`src/rtl/dmem_arbiter.sv`:
```
// Core / loader arbiter for the shared single-port data memory.
// Define DMEM_ARB_RR_EN for round-robin contention in IDLE (else core wins).
module dmem_arbiter #(
  parameter int DEPTH_LOG2 = 8,
  parameter int DATA_W     = 32,
  parameter int MAX_LOCK   = 16
) (
  input  logic                  clk,
  input  logic                  rst,
  input  logic                  c_req,
  input  logic                  c_we,
  input  logic [DEPTH_LOG2-1:0] c_addr,
  input  logic [DATA_W-1:0]     c_wdata,
  output logic                  c_gnt,
  output logic                  c_stall,
  output logic                  c_rvalid,
  output logic [DATA_W-1:0]     c_rdata,
  input  logic                  l_req,
  input  logic                  l_we,
  input  logic [DEPTH_LOG2-1:0] l_addr,
  input  logic [DATA_W-1:0]     l_wdata,
  input  logic                  l_lock,
  output logic                  l_gnt,
  output logic                  l_rvalid,
  output logic [DATA_W-1:0]     l_rdata,
  output logic                  m_en,
  output logic                  m_we,
  output logic [DEPTH_LOG2-1:0] m_addr,
  output logic [DATA_W-1:0]     m_wdata,
  input  logic [DATA_W-1:0]     m_rdata
);

  typedef enum logic [1:0] {
    S_IDLE,
    S_LOCK,
    S_BREAK
  } state_t;

  localparam logic [7:0] MAX_L = 8'(MAX_LOCK);

  state_t     state;
  logic [7:0] cnt;
  logic [7:0] cnt_inc;
  logic       c_win;
  logic       l_win;
  logic       pick_l;

`ifdef DMEM_ARB_RR_EN
  logic rr_l;
  assign pick_l = rr_l;
`else
  assign pick_l = 1'b0;
`endif

  always_comb begin
    c_win = 1'b0;
    l_win = 1'b0;
    case (state)
      S_IDLE: begin
        if (c_req && l_req) begin
          l_win = pick_l;
          c_win = ~pick_l;
        end else begin
          c_win = c_req;
          l_win = l_req;
        end
      end
      S_LOCK:  l_win = l_req;
      S_BREAK: c_win = c_req;
      default: ;
    endcase
  end

  // Grants are forced low for the whole time reset is held.
  assign c_gnt   = c_win & rst;
  assign l_gnt   = l_win & rst;
  assign c_stall = c_req & ~c_gnt;

  assign m_en    = c_gnt | l_gnt;
  assign m_we    = l_gnt ? l_we    : c_we;
  assign m_addr  = l_gnt ? l_addr  : c_addr;
  assign m_wdata = l_gnt ? l_wdata : c_wdata;

  assign c_rdata = m_rdata;
  assign l_rdata = m_rdata;

  assign cnt_inc = cnt + {7'd0, c_req & l_gnt};

  always_ff @(posedge clk or negedge rst) begin
    if (!rst) begin
      state    <= S_IDLE;
      cnt      <= 8'd0;
      c_rvalid <= 1'b0;
      l_rvalid <= 1'b0;
`ifdef DMEM_ARB_RR_EN
      rr_l     <= 1'b0;
`endif
    end else begin
      c_rvalid <= c_gnt & ~c_we;
      l_rvalid <= l_gnt & ~l_we;
      case (state)
        S_IDLE: begin
          if (l_gnt && l_lock) begin
            state <= S_LOCK;
            cnt   <= 8'd0;
          end
        end
        S_LOCK: begin
          cnt <= cnt_inc;
          if (!l_lock)
            state <= S_IDLE;
          else if (c_req && cnt_inc >= MAX_L)
            state <= S_BREAK;
        end
        S_BREAK: begin
          cnt   <= 8'd0;
          state <= l_lock ? S_LOCK : S_IDLE;
        end
        default: state <= S_IDLE;
      endcase
`ifdef DMEM_ARB_RR_EN
      if (state == S_IDLE && c_req && l_req)
        rr_l <= ~rr_l;
`endif
    end
  end

endmodule

```
`config.mk`:
```
export PLATFORM = sky130hd
export DESIGN_NAME = dmem_arbiter
export DESIGN_NICKNAME = d
export VERILOG_FILES = /design/src/rtl/dmem_arbiter.sv
export SDC_FILE = /design/constraint.sdc
export NUM_CORES = 1
export LEC_CHECK = 0
export ABC_AREA = 1
export CAP_MARGIN = 5
export CORE_AREA = 2 2 89 91
export CTS_CLUSTER_SIZE = 20
export DETAILED_ROUTE_END_ITERATION = 8
export DIE_AREA = 0 0 91 93
export GPL_TIMING_DRIVEN = 1
export PLACE_DENSITY_LB_ADDON = 0.05
export SLEW_MARGIN = 25
export SYNTH_ARGS = -nofsm -noshare
export SYNTH_HDL_FRONTEND = slang
export SYNTH_SLANG_ARGS = --single-unit
export TNS_END_PERCENT = 10
```
`constraint.sdc`:
```
create_clock -name clk -period 2.15 [get_ports clk]
set_input_delay 0.3225 -clock clk [delete_from_list [all_inputs] [get_ports clk]]
set_output_delay 0.3225 -clock clk [all_outputs]
set_load 0.02 [all_outputs]
```
### After elaboration in Yosys (flattened, before gate mapping)

Cells that the tools add are included.

* bits in registers: 12
* bits of input ports: 119
* output and inout bits: 111
* word-level logic and storage cells: 41

* add/sub/neg operators: 1
* order comparisons: 1
* equality and inequality tests: 4
* mux-type cells: 14
* bitwise gates (word level): 10
* reduce and logical (&&, ||, !) cells: 7

Operators with widths (number)
* $mux 32: 1
* $pmux 8 s3: 1
* $mux 8: 2
* $add 8x1->8: 1
* $ge 8x5->1 const B: 1
* $and 1x1->1: 6
* $mux 2: 3
* $pmux 2 s3: 1
* $mux 1: 4
* $pmux 1 s2: 2
* $reduce_and 2->1: 2
* $logic_and 1x1->1: 3
* $ne 3x3->1 const B: 1
* $not 1->1: 3
* $reduce_bool 3->1: 1
* $eq 2x1->1 const B: 1
* $eq 2x2->1 const B: 1
* $logic_not 2->1: 1
* $ne 2x2->1 const B: 1
* $or 1x1->1: 1

### Longest topological paths before layout

* word-level depth: 11
* mapped depth: 19
* gate-level depth less buffers: 18

### Least setup slack after synthesis

OpenSTA, ideal clock, no wires.

* kind: register to register
* start point: reg state[0]
* end point: reg state[1]
* library setup time: 0.115 ns
* data arrival time: 1.913 ns
* data required time: 2.035 ns
* path slack: 0.122 ns
* cell stages (with the launch flop): 18
* path buffers: 1
* period minus slack after synthesis: 2.028 ns
* path through: dfrtp_1 -> inv_2 -> nand2_2 -> nand3_2 -> inv_2 -> buf_4 -> nand2_1 -> inv_1 -> ha_1 -> ha_1 -> nand2_1 -> inv_1 -> nand3b_1 -> nand2_2 -> nor2_1 -> nand2_1 -> nand4_1 -> inv_1

* word-level cells in the longest chain between the ends: 9
* elaborated cells between the ends (all ways): 14
* those cells by class: add/sub: 1; order compare: 1; eq/ne: 4; mux: 2; bitwise: 2; reduce/logical: 4

RTL lines
* start, declared: line 41 `state_t state;`
* start signal, assigned: line 117 `state <= l_lock ? S_LOCK : S_IDLE;`
* $eq 2x1->1 / $logic_not 2->1 (equally long branches): line 58 `case (state)`
* $pmux 1 s2 (*): line 58
* $and 1x1->1 (*): line 76 `assign l_gnt = l_win & rst;`
* via l_gnt: line 23 `output logic l_gnt,`
* $and 1x1->1: line 87 `assign cnt_inc = cnt + {7'd0, c_req & l_gnt};`
* $add 8x1->8: line 87
* $ge 8x5->1: line 112 `else if (c_req && cnt_inc >= MAX_L)`
* $logic_and 1x1->1: line 112
* $ne 3x3->1 (no source line)
* $reduce_and 2->1 (no source line) (*)

The timed path passes the listed nets; every way through them passes the cells marked *.
A chain may end at the register's enable or synchronous reset.

### Final worst setup path

* start point: in l_req
* end point: out m_wdata[12]

* word-level cells in the longest chain between the ends: 5

RTL lines
* start, declared: line 18 `input logic l_req,`
* $logic_and 1x1->1: line 60 `if (c_req && l_req) begin`
* $mux 1: line 60
* $pmux 1 s2 (*): line 58
* $and 1x1->1 (*): line 76
* $mux 32 (*): line 82 `assign m_wdata = l_gnt ? l_wdata : c_wdata;`
* end, declared: line 29 `output logic [DATA_W-1:0] m_wdata,`

Mark *: on every way between the ends. The rest lies on a longest branch, timed or not.

==> metrics.txt <==
status complete, no violations; maximum vdd ir drop 0.0963 mV; DP HPWL 5.47 mm; port buffer count 133; average size of a mapped cell 5.76 µm²; most common cell after layout, fill and taps aside nand2_1; final hold viol count 0; Non-Filler Instances 484; Critical Path AT 1.75 ns; initial DRC count between 60 and 70; I/O pins 230; MaxCap Viol Count 0; Slew Limit Fails 0; leak pwr 1.47 nW; GR Util All Layers 0.145; Non-Filler Cell Area, Final roughly 2800 µm²; CTS tree done; Worst Path Max Fanout 25; GR Overflow Total 0; layout cell share with drive strength beyond 1 0.223; core box area between 7000 and 8000 µm²; # DRC 0; cts bufs inserted 3; Fill cells 833; clock skew 0.000752 ns; DR vias/cell 3.94; Mapped Nets about 420; worst-skew pair later-pin latency 0.24 ns; Distinct cells, synth 20; initial antenna violation count 0; Yosys reg bits 12; clock root buffer clkbuf_8; mean routed wirelength per cell 13.5 µm; Seq/Total Area, Yosys 0.176; crit path max-delay cell type clkdlybuf4s50_1; first-pass GRT wire length 9.98 mm; min Tclk post-route 2.08 ns; crit path kind in2out; Initial Util 0.227; Mapped Cells between 200 and 300; dpl cells approximately 480; crit path cell chain clkdlybuf4s50_1 > nand2_1 > inv_2 > nand3_2 > inv_2 > buf_4 > buf_12 > nand2_1 > nand2_1 > clkdlybuf4s15_1; Area Overhead vs Synth 63.5%; Detailed Route WL approximately 6.5 mm; worst slew pin tran roughly 0.38 ns; RSZ-0062 raised after global routing yes; H-tree levels 1; Clock Path Buffers 2; fmax 482 MHz; die height 93 µm; die width around 91 µm; n_diodes 0; die area 8460 µm²; PwrDens 360 nW/µm²; clk slew on worst S/H paths ~0.06 ns; Critical Path End Type output port; Vias roughly 1900; warnings from Yosys 0; hold slack 0.278 ns; Routed Antenna Nets 0; Final #Nets 504; row cnt 32; CP startpoint kind primary input; DR pass1 iterations 4; Critical Path RT 1.83 ns; clock sinks 12; max_slew headroom 0.746; vias in the first global route 1996; Final Cycle Share 0.966; crit-path most repeated cell nand2_1; setup violation total in the final timing report 0; Crit path largest cell delay 0.45 ns; HP Class in2async; placed cell area 2810 µm²; Cell Area, Synth 1710 µm²; largest net degree at the start of global routing 26; GP Congestion 0.799; most frequent cells in the layout 158 x nand2_1, 87 x clkdlybuf4s50_1, 26 x clkbuf_2
metrics by stage:
step	setup TNS, ns	power (mW)	utilization	worst slack (ns)
6_report	0	1.00	0.370	0.0738
5_1_grt	-0.117	1.07	0.370	-0.0486
4_1_cts	0	1.02	0.377	0.000993
3_5_place_dp	-11.87	0.804	0.374	-0.302
3_3_place_gp	-12.69	0.806	0.374	-0.319
2_1_floorplan	0	0.621	-	0.122
cell usage after synthesis (all sizes together):
| master | n | area share |
|---|---|---|
| nand2 | 165 | 0.37 |
| o21ai | 5 | 0.017 |
| nand4 | 1 | 0.0037 |
| o211ai | 1 | 0.0073 |
| inv | 17 | 0.037 |
| nand3 | 6 | 0.021 |
| buf | 72 | 0.31 |
| nor3 | 1 | 0.0029 |
| nand3b | 1 | 0.0044 |
| nor2 | 11 | 0.033 |
| a21oi | 2 | 0.0059 |
| ha | 2 | 0.015 |
| dfrtp | 12 | 0.18 |
power by group:
| group | total [mW] | leakage [nW] | switching, mW | internal [mW] |
|---|---|---|---|---|
| combinational | 0.510 | 1.28 | 0.244 | 0.267 |
| clock | 0.250 | 0.0288 | 0.0883 | 0.162 |
| sequential | 0.242 | 0.166 | 0.00804 | 0.234 |
logic make-up (layout without fill, tap and decap cells):
kind of cell	after synthesis	after routing	share of synthesized area
fa+ha+maj	2	2	0.0147
compound gates	8	8	0.0301
flops	12	12	0.176
simple gates	185	185	0.435
buf+inv	89	175	0.344
worst max-delay path: cells and delay by family:
kind	cells	cell delay (ns)
and+or+nand+nor	4	0.25
buffers and inverters	6	1.17
layout make-up:
class	instances	area [µm²]	share of cell area
inverters	17	63.8	0.0229
well taps	102	128	0.0458
flip-flops and latches	12	300	0.108
repair buffers	154	1390	0.498
clock buffers	4	55.1	0.0197
multi-input cells	195	853	0.306
final timing paths:
kind / from / endpoint / slack (ns) / cells past startpoint
worst max-delay path: l_req / m_wdata[12] / 0.07 / 10
worst min-delay path: rst / state[0]$_DFFE_PN0P_ / 0.28 / 3
worst max register to register: state[1]$_DFFE_PN0P_ / state[1]$_DFFE_PN0P_ / 0.28 / 16
worst min register to register: cnt[7]$_DFFE_PN0P_ / cnt[7]$_DFFE_PN0P_ / 0.51 / 2
max in group asynchronous: rst / cnt[3]$_DFFE_PN0P_ / 1.71 / 3
min in group clk: cnt[7]$_DFFE_PN0P_ / cnt[7]$_DFFE_PN0P_ / 0.51 / 2
repair_timing:
action / CTS / global route
endpoints found under the setup margin: 45 / 31
hold buffers: 0 / 0
hold endpoints to repair: 0 / 0
buffers inserted: 0 / 1
resized for setup: 65 / 66
pin swaps: 0 / 1
flip-flops by register name, indices dropped and copies added (netlist names):
register  cells
cnt           8
state         2
c_rvalid      1
l_rvalid      1
metal layers:
metal / vias up / global-route usage / routed length (µm) / share of wire
met3: 19 / 0.0475 / 586 / 0.090
met4: 0 / 0.0429 / 97 / 0.015
met1: 794 / 0.159 / 2530 / 0.39
met2: 100 / 0.267 / 3300 / 0.51
met5: - / 0 / 0 / 0
li1: 995 / - / - / -
(Power assumes the default switching activity.)
==> RTL edit, RTL diff (same flow settings) <==
`DEPTH_LOG2`: 8 -> 10.
--- a/src/rtl/dmem_arbiter.sv
+++ b/src/rtl/dmem_arbiter.sv
@@ -3,3 +3,3 @@
 module dmem_arbiter #(
-  parameter int DEPTH_LOG2 = 8,
+  parameter int DEPTH_LOG2 = 10,
   parameter int DATA_W     = 32,
Interface: changed (resized c_addr, l_addr and m_addr); port bits go from 230 to 236. No check against the original RTL was run, so the function may have changed too.
==> RTL edit against the original RTL <==
- power is 1.6% higher
- setup slack better by 6.2 ps
- global-route usage up 0.57 points
- final area up 4.0%
- via count is 2.5% higher
- synthesized area up 1.6%
- sequential power hardly changed
- sequential cell count stayed put
- maximum frequency rose by 0.30%
- hold slack got worse by 210 ps
- wire length up 2.6%
- largest cell class unchanged
==> RTL edit: results (changes against the original RTL) <==
* Vias in the first global route at 2,078 (+4.1%)
* Worst R2R Setup Slack at 260 ps (-20 ps)
* Placed Area at 0.00284 mm^2 (+0.89%)
* Adder-cell share of the synthesized area at 0.0144 (-0.000233)
* IO Port Bufs at 139 (+4.5%)
* GRT met3 Usage at 0.0435 (-0.00403)
* Global-route met1 utilization at 0.151 (-0.00765)
* Seq/Total Area, Yosys at 0.173 (-0.00280)
* Post-Route WL at 6680 um (+2.6%)
* Synth top cells by count: nand2_1, buf_4, inv_1
* Final HPWL DP at 5640 um (+3.1%)
* Outcome: finished clean
* # fillers at 852 (+2.3%)
* Fraction of layout cells with a size suffix above 1 at 0.152 (-0.0701)
* Final hold slack at 67.0 ps (-211 ps)
* # resized after CTS at 68 (+4.6%)
* Max stage delay on crit path at 510 ps (+60 ps)
* Layout Skew at 6.75 ps (+5.99 ps)
* Placed cells at 484 (+1.0%)
* Vias per cell at 4.00 (+1.4%)
* Pleak at 1.48 nW (+0.77%)
* GR Util met2 at 0.290 (+0.0228)
* Largest net degree at the start of global routing at 34 (+31%)
* Nets@finish at 513 (+1.8%)
* First-pass GRT wire length at 10,100 um (+1.7%)
* Largest cells by area after synthesis: nand2_1, buf_4, dfrtp_1
## RTL edit: final cells by class
cell class	instances	area, um^2	share of cell area
inverter	17	66.3	0.0229
clock buffer	4	55.1	0.0190
timing repair buffer	153	1470	0.507
sequential	12	300	0.104
multi-input combinational	201	881	0.304
tap	102	128	0.0440
## RTL edit: metal layers
layer	routed length, um	part of all wire
met5	0	0
met4	256	0.038
met3	615	0.092
met2	3490	0.52
met1	2320	0.35
## RTL edit: power breakdown
| group | internal, mW | total (mW) | switching (mW) |
|---|---|---|---|
| registers | 0.234 | 0.242 | 0.00750 |
| logic | 0.275 | 0.524 | 0.249 |
| clock network | 0.162 | 0.253 | 0.0907 |
## RTL edit: worst register-to-register path, cell delays in order (launching register included)
cell,delay (ps)
dfrtp_1,380
inv_1,160
nand3_4,120
inv_4,80
nand2_1,60
inv_2,60
ha_4,130
ha_4,120
nand2_2,70
nor2_2,120
nand2_1,50
nand2_1,60
nand2_2,60
nor2_2,100
nand2_2,70
nand4_1,80
inv_1,40
